==> config.mk <==
export PLATFORM = sky130hd
export DESIGN_NAME = bus_phase_sequencer
export DESIGN_NICKNAME = d
export VERILOG_FILES = /design/src/rtl/bus_phase_sequencer_pkg.sv /design/src/rtl/bus_phase_sequencer_timer.sv /design/src/rtl/bus_phase_sequencer.sv
export SDC_FILE = /design/constraint.sdc
export NUM_CORES = 1
export LEC_CHECK = 0
export CAP_MARGIN = 20
export CORE_MARGIN = 2
export CORE_UTILIZATION = 35
export DETAILED_ROUTE_END_ITERATION = 7
export HOLD_SLACK_MARGIN = 0.05
export PLACE_DENSITY = 0.62
export RECOVER_POWER = 50
export SETUP_SLACK_MARGIN = 0.5
export SYNTH_ARGS = -nofsm -noshare
export SYNTH_HDL_FRONTEND = slang
export SYNTH_SLANG_ARGS = --single-unit
==> constraint.sdc <==
create_clock -name CLK -period 1.8 [get_ports CLK]
set_input_delay 0.27 -clock CLK [delete_from_list [all_inputs] [get_ports CLK]]
set_output_delay 0.27 -clock CLK [all_outputs]
set_load 0.005 [all_outputs]
==> src/rtl/bus_phase_sequencer_pkg.sv <==
`default_nettype none
// ============================================================================
// Module   : bus_phase_sequencer_pkg
// Purpose  : Shared types for the bus phase sequencer. Holds the state
//            encoding, the debug timer width, the registered output bundle
//            and the state-to-output decode helper.
// Ports    : none (package)
// Revision : 1.0 - initial release
// ============================================================================
package bus_phase_sequencer_pkg;

  localparam int TIMER_W = 4;

  typedef enum logic [3:0] {
    ST_RST     = 4'd0,
    ST_FETCH   = 4'd1,
    ST_DECODE  = 4'd2,
    ST_EXECUTE = 4'd3,
    ST_COMMIT  = 4'd4,
    ST_HALT    = 4'd5,
    ST_DBG_RD  = 4'd6,
    ST_DBG_WR  = 4'd7,
    ST_DBG_ACK = 4'd8
  } state_t;

  typedef struct packed {
    logic fetch;
    logic decode;
    logic execute;
    logic commit;
    logic stopped;
    logic debug;
    logic rd;
    logic wr;
    logic ack;
  } outs_t;

  // Every output is a pure function of the machine state, so the same
  // decode serves the output register regardless of where the state is.
  function automatic outs_t decode_outputs(input state_t s);
    outs_t o;
    o = '0;
    case (s)
      ST_FETCH:   o.fetch   = 1'b1;
      ST_DECODE:  o.decode  = 1'b1;
      ST_EXECUTE: o.execute = 1'b1;
      ST_COMMIT:  o.commit  = 1'b1;
      ST_HALT: begin
        o.stopped = 1'b1;
        o.debug   = 1'b1;
      end
      ST_DBG_RD: begin
        o.stopped = 1'b1;
        o.debug   = 1'b1;
        o.rd      = 1'b1;
      end
      ST_DBG_WR: begin
        o.stopped = 1'b1;
        o.debug   = 1'b1;
        o.wr      = 1'b1;
      end
      ST_DBG_ACK: begin
        o.stopped = 1'b1;
        o.debug   = 1'b1;
        o.ack     = 1'b1;
      end
      default: ;
    endcase
    return o;
  endfunction

endpackage
`default_nettype wire

==> src/rtl/bus_phase_sequencer_timer.sv <==
`default_nettype none
// ============================================================================
// Module   : bus_access_timer
// Purpose  : Load / decrement / zero-flag down-counter that times the debug
//            read and write strobes. Saturates at zero, never wraps.
// Ports    : clk        in  clock
//            rst        in  synchronous active-high reset
//            load       in  load load_value (takes priority over dec)
//            load_value in  TIMER_W value to load
//            dec        in  decrement by one while non-zero
//            zero       out counter is zero
// Revision : 1.0 - initial release
// ============================================================================
module bus_access_timer #(
  parameter int TIMER_W = 4
) (
  input  logic               clk,
  input  logic               rst,
  input  logic               load,
  input  logic [TIMER_W-1:0] load_value,
  input  logic               dec,
  output logic               zero
);

  logic [TIMER_W-1:0] r_count;

  always_ff @(posedge clk) begin
    if (rst) begin
      r_count <= '0;
    end else if (load) begin
      r_count <= load_value;
    end else if (dec && (r_count != '0)) begin
      r_count <= r_count - 1'b1;
    end
  end

  assign zero = (r_count == '0);

endmodule
`default_nettype wire

==> src/rtl/bus_phase_sequencer.sv <==
`default_nettype none
// ============================================================================
// Module   : bus_phase_sequencer
// Purpose  : Master machine-cycle sequencer. Generates one-hot FETCH, DECODE,
//            EXECUTE, COMMIT phases, stretches EXECUTE for memory waits,
//            halts at an instruction boundary on debug request and, while
//            halted, grants the bus to the debug port for timed accesses.
// Ports    : CLK          in  clock, all state changes on rising edge
//            RESET        in  synchronous active-high reset
//            MEM_WAIT     in  memory not ready (EXECUTE only)
//            DEBUG_STOP   in  halt request level (COMMIT and HALT)
//            DEBUG_STEP   in  single-step pulse (HALT only)
//            DEBUG_RD_REQ in  debug read request level
//            DEBUG_WR_REQ in  debug write request level
//            FETCH/DECODE/EXECUTE/COMMIT out one-hot phase strobes
//            STOPPED      out halted at instruction boundary
//            DEBUG_DEBUG  out bus owned by debug port
//            DEBUG_RD     out debug read strobe
//            DEBUG_WR     out debug write strobe
//            DEBUG_ACK    out one-cycle debug access completion
// Params   : DBG_ACCESS_CYCLES strobe length per debug access, 1..15
// Revision : 1.0 - initial release
// ============================================================================
module bus_phase_sequencer #(
  parameter int DBG_ACCESS_CYCLES = 2
) (
  input  logic CLK,
  input  logic RESET,
  input  logic MEM_WAIT,
  input  logic DEBUG_STOP,
  input  logic DEBUG_STEP,
  input  logic DEBUG_RD_REQ,
  input  logic DEBUG_WR_REQ,
  output logic FETCH,
  output logic DECODE,
  output logic EXECUTE,
  output logic COMMIT,
  output logic STOPPED,
  output logic DEBUG_DEBUG,
  output logic DEBUG_RD,
  output logic DEBUG_WR,
  output logic DEBUG_ACK
);

  import bus_phase_sequencer_pkg::*;

  localparam logic [TIMER_W-1:0] c_load_value = TIMER_W'(DBG_ACCESS_CYCLES - 1);

  state_t r_state;
  state_t w_state_next;
  outs_t  r_outs;
  logic   r_step_pending;
  logic   w_load;
  logic   w_step_set;
  logic   w_step_clr;
  logic   w_timer_zero;
  logic   w_in_access;

  assign w_in_access = (r_state == ST_DBG_RD) || (r_state == ST_DBG_WR);

  bus_access_timer #(
    .TIMER_W (TIMER_W)
  ) u_timer (
    .clk        (CLK),
    .rst        (RESET),
    .load       (w_load),
    .load_value (c_load_value),
    .dec        (w_in_access),
    .zero       (w_timer_zero)
  );

  always_ff @(posedge CLK) begin
    if (RESET) begin
      r_state        <= ST_RST;
      r_step_pending <= 1'b0;
      r_outs         <= '0;
    end else begin
      r_state <= w_state_next;
      // Outputs are decoded from the next state so they line up with the
      // state register while still coming straight out of flops.
      r_outs  <= decode_outputs(w_state_next);
      if (w_step_set) begin
        r_step_pending <= 1'b1;
      end else if (w_step_clr) begin
        r_step_pending <= 1'b0;
      end
    end
  end

  always_comb begin
    w_state_next = r_state;
    w_load       = 1'b0;
    w_step_set   = 1'b0;
    w_step_clr   = 1'b0;
    case (r_state)
      ST_RST:     w_state_next = ST_FETCH;
      ST_FETCH:   w_state_next = ST_DECODE;
      ST_DECODE:  w_state_next = ST_EXECUTE;
      ST_EXECUTE: begin
        if (!MEM_WAIT) begin
          w_state_next = ST_COMMIT;
        end
      end
      ST_COMMIT: begin
        // A pending step always ends here, so clearing unconditionally is
        // equivalent to clearing on the halt branch only.
        w_step_clr = 1'b1;
        if (DEBUG_STOP || r_step_pending) begin
          w_state_next = ST_HALT;
        end else begin
          w_state_next = ST_FETCH;
        end
      end
      ST_HALT: begin
        if (DEBUG_RD_REQ) begin
          w_state_next = ST_DBG_RD;
          w_load       = 1'b1;
        end else if (DEBUG_WR_REQ) begin
          w_state_next = ST_DBG_WR;
          w_load       = 1'b1;
        end else if (DEBUG_STEP) begin
          w_state_next = ST_FETCH;
          w_step_set   = 1'b1;
        end else if (!DEBUG_STOP) begin
          w_state_next = ST_FETCH;
        end
      end
      ST_DBG_RD, ST_DBG_WR: begin
        if (w_timer_zero) begin
          w_state_next = ST_DBG_ACK;
        end
      end
      ST_DBG_ACK: w_state_next = ST_HALT;
      default:    w_state_next = ST_RST;
    endcase
  end

  assign FETCH       = r_outs.fetch;
  assign DECODE      = r_outs.decode;
  assign EXECUTE     = r_outs.execute;
  assign COMMIT      = r_outs.commit;
  assign STOPPED     = r_outs.stopped;
  assign DEBUG_DEBUG = r_outs.debug;
  assign DEBUG_RD    = r_outs.rd;
  assign DEBUG_WR    = r_outs.wr;
  assign DEBUG_ACK   = r_outs.ack;

endmodule
`default_nettype wire

# Word level (Yosys, flattened, before mapping)
# Cells that the tools add are included.
totals:
  reg_bits: 18
  inputBits: 7
  output_inout_bits: 9
  elab_cells: 69
classes:
  n_addsub: 1
  eq_ne: 16
  mux: 28
  n_reduce_logical: 11
op_table:
  columns: ["operator", "count"]
  rows:
  - ["4-bit by 3-bit == test with 1-bit output (second input constant)", 8]
  - ["4-bit case mux with 8 select lines", 1]
  - ["4-bit two-way mux", 6]
  - ["1-bit two-way mux", 19]
  - ["4-bit by 2-bit == test with 1-bit output (second input constant)", 4]
  - ["4-bit by 1-bit == test with 1-bit output (second input constant)", 2]
  - ["4-bit == test (second input constant)", 2]
  - ["4-bit zero test", 2]
  - ["2-bit nonzero test", 2]
  - ["4-bit nonzero test", 1]
  - ["2-bit OR reduction", 2]
  - ["4-bit OR reduction", 1]
  - ["4-bit by 1-bit subtractor with 4-bit output (second input constant)", 1]
  - ["3-bit two-way mux", 1]
  - ["1-bit logical OR", 2]
  - ["2-bit two-way mux", 1]
  - ["1-bit logical AND", 1]

# Longest topological paths before layout
depth:
  word_depth: 8
  mapped_depth: 6
  mapped_depth_nobuf: 6

# Modules after synthesis
# From an unflattened synthesis, not the netlist that was laid out.
unflattened:
  hier_cells: 94
  area_unflattened_um2: 877.1
modules_own_cells:
  columns: ["module", "instances", "cells_each", "area_per_inst_um2", "seq_area_each_um2"]
  rows:
  - ["bus_phase_sequencer", 1, 65, 614.3, 260.2]
  - ["bus_access_timer", 1, 29, 262.8, 80.1]

# Worst setup path after synthesis
# No wires, ideal clock.
synth_timing:
  kind: "register to register"
  startpoint: "register u_timer.r_count[0]"
  endpoint: "register r_outs (netlist bit COMMIT)"
  setup_ps: 61
  arrival_time_ps: 1466
  required_time_ps: 1739
  setup_slack_ps: 273
  stages_incl_launch_ff: 7
  n_path_buf: 0
  period_less_slack_ps: 1527
  cell_sequence: "dfxtp_1 inv_1 ha_1 or3b_4 a32oi_1 and2_1 and4b_1"
synth_between:
  elab_chain_len: 5
synth_lines:
  columns: ["element", "line_no", "rtl"]
  rows:
  - ["from (decl)", "bus_phase_sequencer_timer.sv:25", "logic [TIMER_W-1:0] r_count;"]
  - ["from (signal assigned)", "bus_phase_sequencer_timer.sv:31", "r_count <= load_value;"]
  - ["from (signal assigned)", "bus_phase_sequencer_timer.sv:33", "r_count <= r_count - 1'b1;"]
  - ["4-bit zero test", "bus_phase_sequencer_timer.sv:37", "assign zero = (r_count == '0);"]
  - ["4-bit two-way mux", "bus_phase_sequencer.sv:129", "if (w_timer_zero) begin"]
  - ["4-bit case mux with 8 select lines", "bus_phase_sequencer.sv:95", "case (r_state)"]
  - ["4-bit by 3-bit == test with 1-bit output", "bus_phase_sequencer_pkg.sv:43", "case (s)"]
  - ["1-bit two-way mux", "bus_phase_sequencer_pkg.sv:43", null]
  - ["to (signal assigned)", "bus_phase_sequencer.sv:81", "r_outs <= decode_outputs(w_state_next);"]
  - ["to (decl)", "bus_phase_sequencer.sv:51", "outs_t r_outs;"]
# Every way passes these cells.
# A chain may end at the register's enable or synchronous reset.

# Worst setup path in the final report
layout_timing:
  startpoint: "register u_timer.r_count[1]"
  endpoint: "register r_outs (netlist bit EXECUTE)"
layout_between:
  elab_chain_len: 5
layout_lines:
  columns: ["element", "line_no"]
  rows:
  - ["4-bit zero test", "bus_phase_sequencer_timer.sv:37"]
  - ["4-bit two-way mux", "bus_phase_sequencer.sv:129"]
  - ["4-bit case mux with 8 select lines", "bus_phase_sequencer.sv:95"]
  - ["4-bit by 2-bit == test with 1-bit output", "bus_phase_sequencer_pkg.sv:43"]
  - ["1-bit two-way mux", "bus_phase_sequencer_pkg.sv:43"]
# Every way passes these cells.

==> metrics <==
run status=finished clean; Setup CP Type=reg -> reg; I/O pin total=16; maximum clock path buffer count=2; non-filler cells, final=between 100 and 150; Synth area leaders=dfxtp_1, nor2_1, nand3b_1; Fill cells=about 230; # port buffers=15; gpl congestion=0.7474; end of the critical path=EXECUTE; syn nets=97; # nets final=125; TritonCTS clock tree=yes; Finish-stage setup viols=0; origin of the worst setup path=u_timer.r_count[1]; dpl cells=around 130; full die area=0.002845 mm2; post-route minimum period=1.596 ns; slowest CP cell=or3b_4; Synth cell types=41; LEAKAGE=slightly below 0.5 nW; Crit path depth=6; Worst Path Buf+Inv=1; Max Clock Freq=626.4 MHz; worst slew pin tran=0.4125 ns; DR pass1 iterations=3; Post-synth EDFFs=0; FF-to-FF End=EXECUTE; vias in the first global route=approximately 730; Antenna diodes=0; Fin. Hold Viols=0; #FFs+latches synth=17; Reg area=around 350 um2; Max-slew headroom=0.7250; Routed WL=between 1500 and 2000 um; asr flop ratio synth=0; Cells after Synth=89; Pwr Total=0.0007353 W; Seq/Total Area, Yosys=0.3994; Antenna Nets Post-Route=0; detailed-route via count=734; synthesis warning total=0; M1 WL=908 um; Main synth FF type=dfxtp_1; largest net degree at the start of global routing=12; Cell Rows=17; first-pass GRT wire length=3263 um; area of the multi-input gates=544.3 um2; CTS Sinks=17; metal2 WL=862 um; startpoint class of the critical path=flop; hold path depth=1; Slew Viols, Final=0; met3 routed wirelength=between 70 and 80 um; WL/cell=13.17 um; post-synthesis instance area=852.1 um2; R2R depth=6; DIE WIDTH=53.34 um; CP max stage delay=approximately 0.41 ns; Synth top cells by count=dfxtp_1, nor2_1, nor3_1, inv_1, nand3b_1; max-cap violations=0; WP data required=1.98 ns; Tcrit/Tclk final=0.8869; DRC=0; layout cell share with drive strength beyond 1=0.4052; DR iter-0 viols=11; Via density=5.097; Clock Latency Late Sink=around 0.30 ns; biggest regs=r_state x4, u_timer.r_count x4; Clock Skew=0.002716 ns; Area growth, synth to finish=42.88%; Worst R2R Start=u_timer.r_count[1]; count leader, synth=dfxtp_1; Yosys top cell area share=0.3994; chip height=53.34 um; PwrDens=604.0 mW/mm2; Reg clk slew, reported paths=0.10 ns; CP Cell Sequence=inv_2 > ha_4 > or3b_4 > a32oi_2 > a21o_1 > nor4_1; Hold/Removal Path Class=reg -> reg; htree depth=1; unrepaired setup endpoints after global routing=true; Setup crit end kind=flop; grt ovf=0; DP HPWL=1277 um; initial core utilization=0.3779; maximum VDD drop=0.0004604 V; total CTS buffers=3; initial antenna violation count=0; all-layer global routing usage=0.1618; WP data arrival=1.78 ns; family with the most delay on the worst path=simple AND/OR/NAND/NOR gates; Core Region=between 0.002 and 0.0025 mm2; highest metal used=met4; Root Buffer=clkbuf_4; CP max FO=5; FF-to-FF setup slack=0.20 ns; post-synth top area cell=dfxtp_1; Avg Cell Area, Syn=9.574 um2
[how the worst min path moves through the flow]
stage                       startpoint                 end  slack [ns]
floorplan                        RESET  u_timer.r_count[1]        0.48
global placement    u_timer.r_count[1]  u_timer.r_count[1]        0.50
detailed placement  u_timer.r_count[1]  u_timer.r_count[1]        0.50
CTS                         r_state[3]      r_step_pending        0.56
global route                r_state[2]      r_step_pending        0.58
finish                      r_state[2]      r_step_pending        0.55
[worst reg2reg max path: cells and delay by family, from the launching register on]
| kind | cells | cell delay (ns) |
|---|---|---|
| compound gates | 2 | 0.46 |
| simple gates | 2 | 0.50 |
| fa+ha+maj | 1 | 0.13 |
| flops | 1 | 0.33 |
| buf+inv | 1 | 0.07 |
[layout make-up]
| cell class | count | area share |
|---|---|---|
| Clock buffer | 3 | 0.01850 |
| Clock inverter | 1 | 0.004111 |
| Inverter | 4 | 0.01233 |
| Multi-Input combinational cell | 63 | 0.4471 |
| Sequential cell | 17 | 0.2888 |
| Tap cell | 28 | 0.02878 |
| Timing Repair Buffer | 28 | 0.2004 |
[power by group]
part           switching, W  internal [W]  leakage [nW]
Sequential        0.0000159      0.000389         0.141
Clock              0.000123     0.0000829        0.0177
Combinational     0.0000585     0.0000667         0.338
Total              0.000197      0.000538         0.497
[routing by layer]
layer  vias to the layer above  global-route usage
met3                         5             0.02825
met1                       347              0.2072
met5                         -                   0
li1                        368                   -
met2                        14              0.2531
met4                         0             0.08974
[placed cells by master (no fill, tap or decap), types with 3 or more instances in the layout]
| master | n |
|---|---|
| buf_4 | 11 |
| clkbuf_4 | 3 |
| clkdlybuf4s50_1 | 6 |
| dfxtp_1 | 12 |
| dfxtp_2 | 3 |
| dlygate4sd2_1 | 9 |
| nand3b_1 | 4 |
| nor2_1 | 14 |
| nor3_1 | 5 |
[logic make-up (layout without fill, tap and decap cells)]
kind of cell,count (synthesis),after routing,synth area share
simple gates,44,44,0.3098
flops,17,17,0.3994
compound gates,14,14,0.1615
buf+inv,9,36,0.07194
xor+xnor,3,3,0.03084
fa+ha+maj,2,2,0.02643
[what timing repair did]
action                                  CTS  global route
endpoints found under the setup margin   23            14
setup buffers                             6             2
cloned                                    0             0
hold buffers                              0             0
pin swaps                                 5             7
gates resized for setup                  19             8
[through the flow]
stage | instance area, um2 | utilization | hold slack (ns) | TNS, ns | setup slack [ns]
floorplan | 900.9 | - | 0.4810 | 0 | 0.3355
finish | 1217 | 0.5400 | 0.5463 | 0 | 0.2035
global placement | 1077 | 0.4778 | 0.4971 | -0.01482 | -0.01282
CTS | 1165 | 0.5166 | 0.5564 | 0 | 0.2529
global route | 1217 | 0.5400 | 0.5802 | 0 | 0.1125
detailed placement | 1077 | 0.4778 | 0.5012 | -0.07764 | -0.04351
Note: power is estimated with default switching activity, not from simulation.
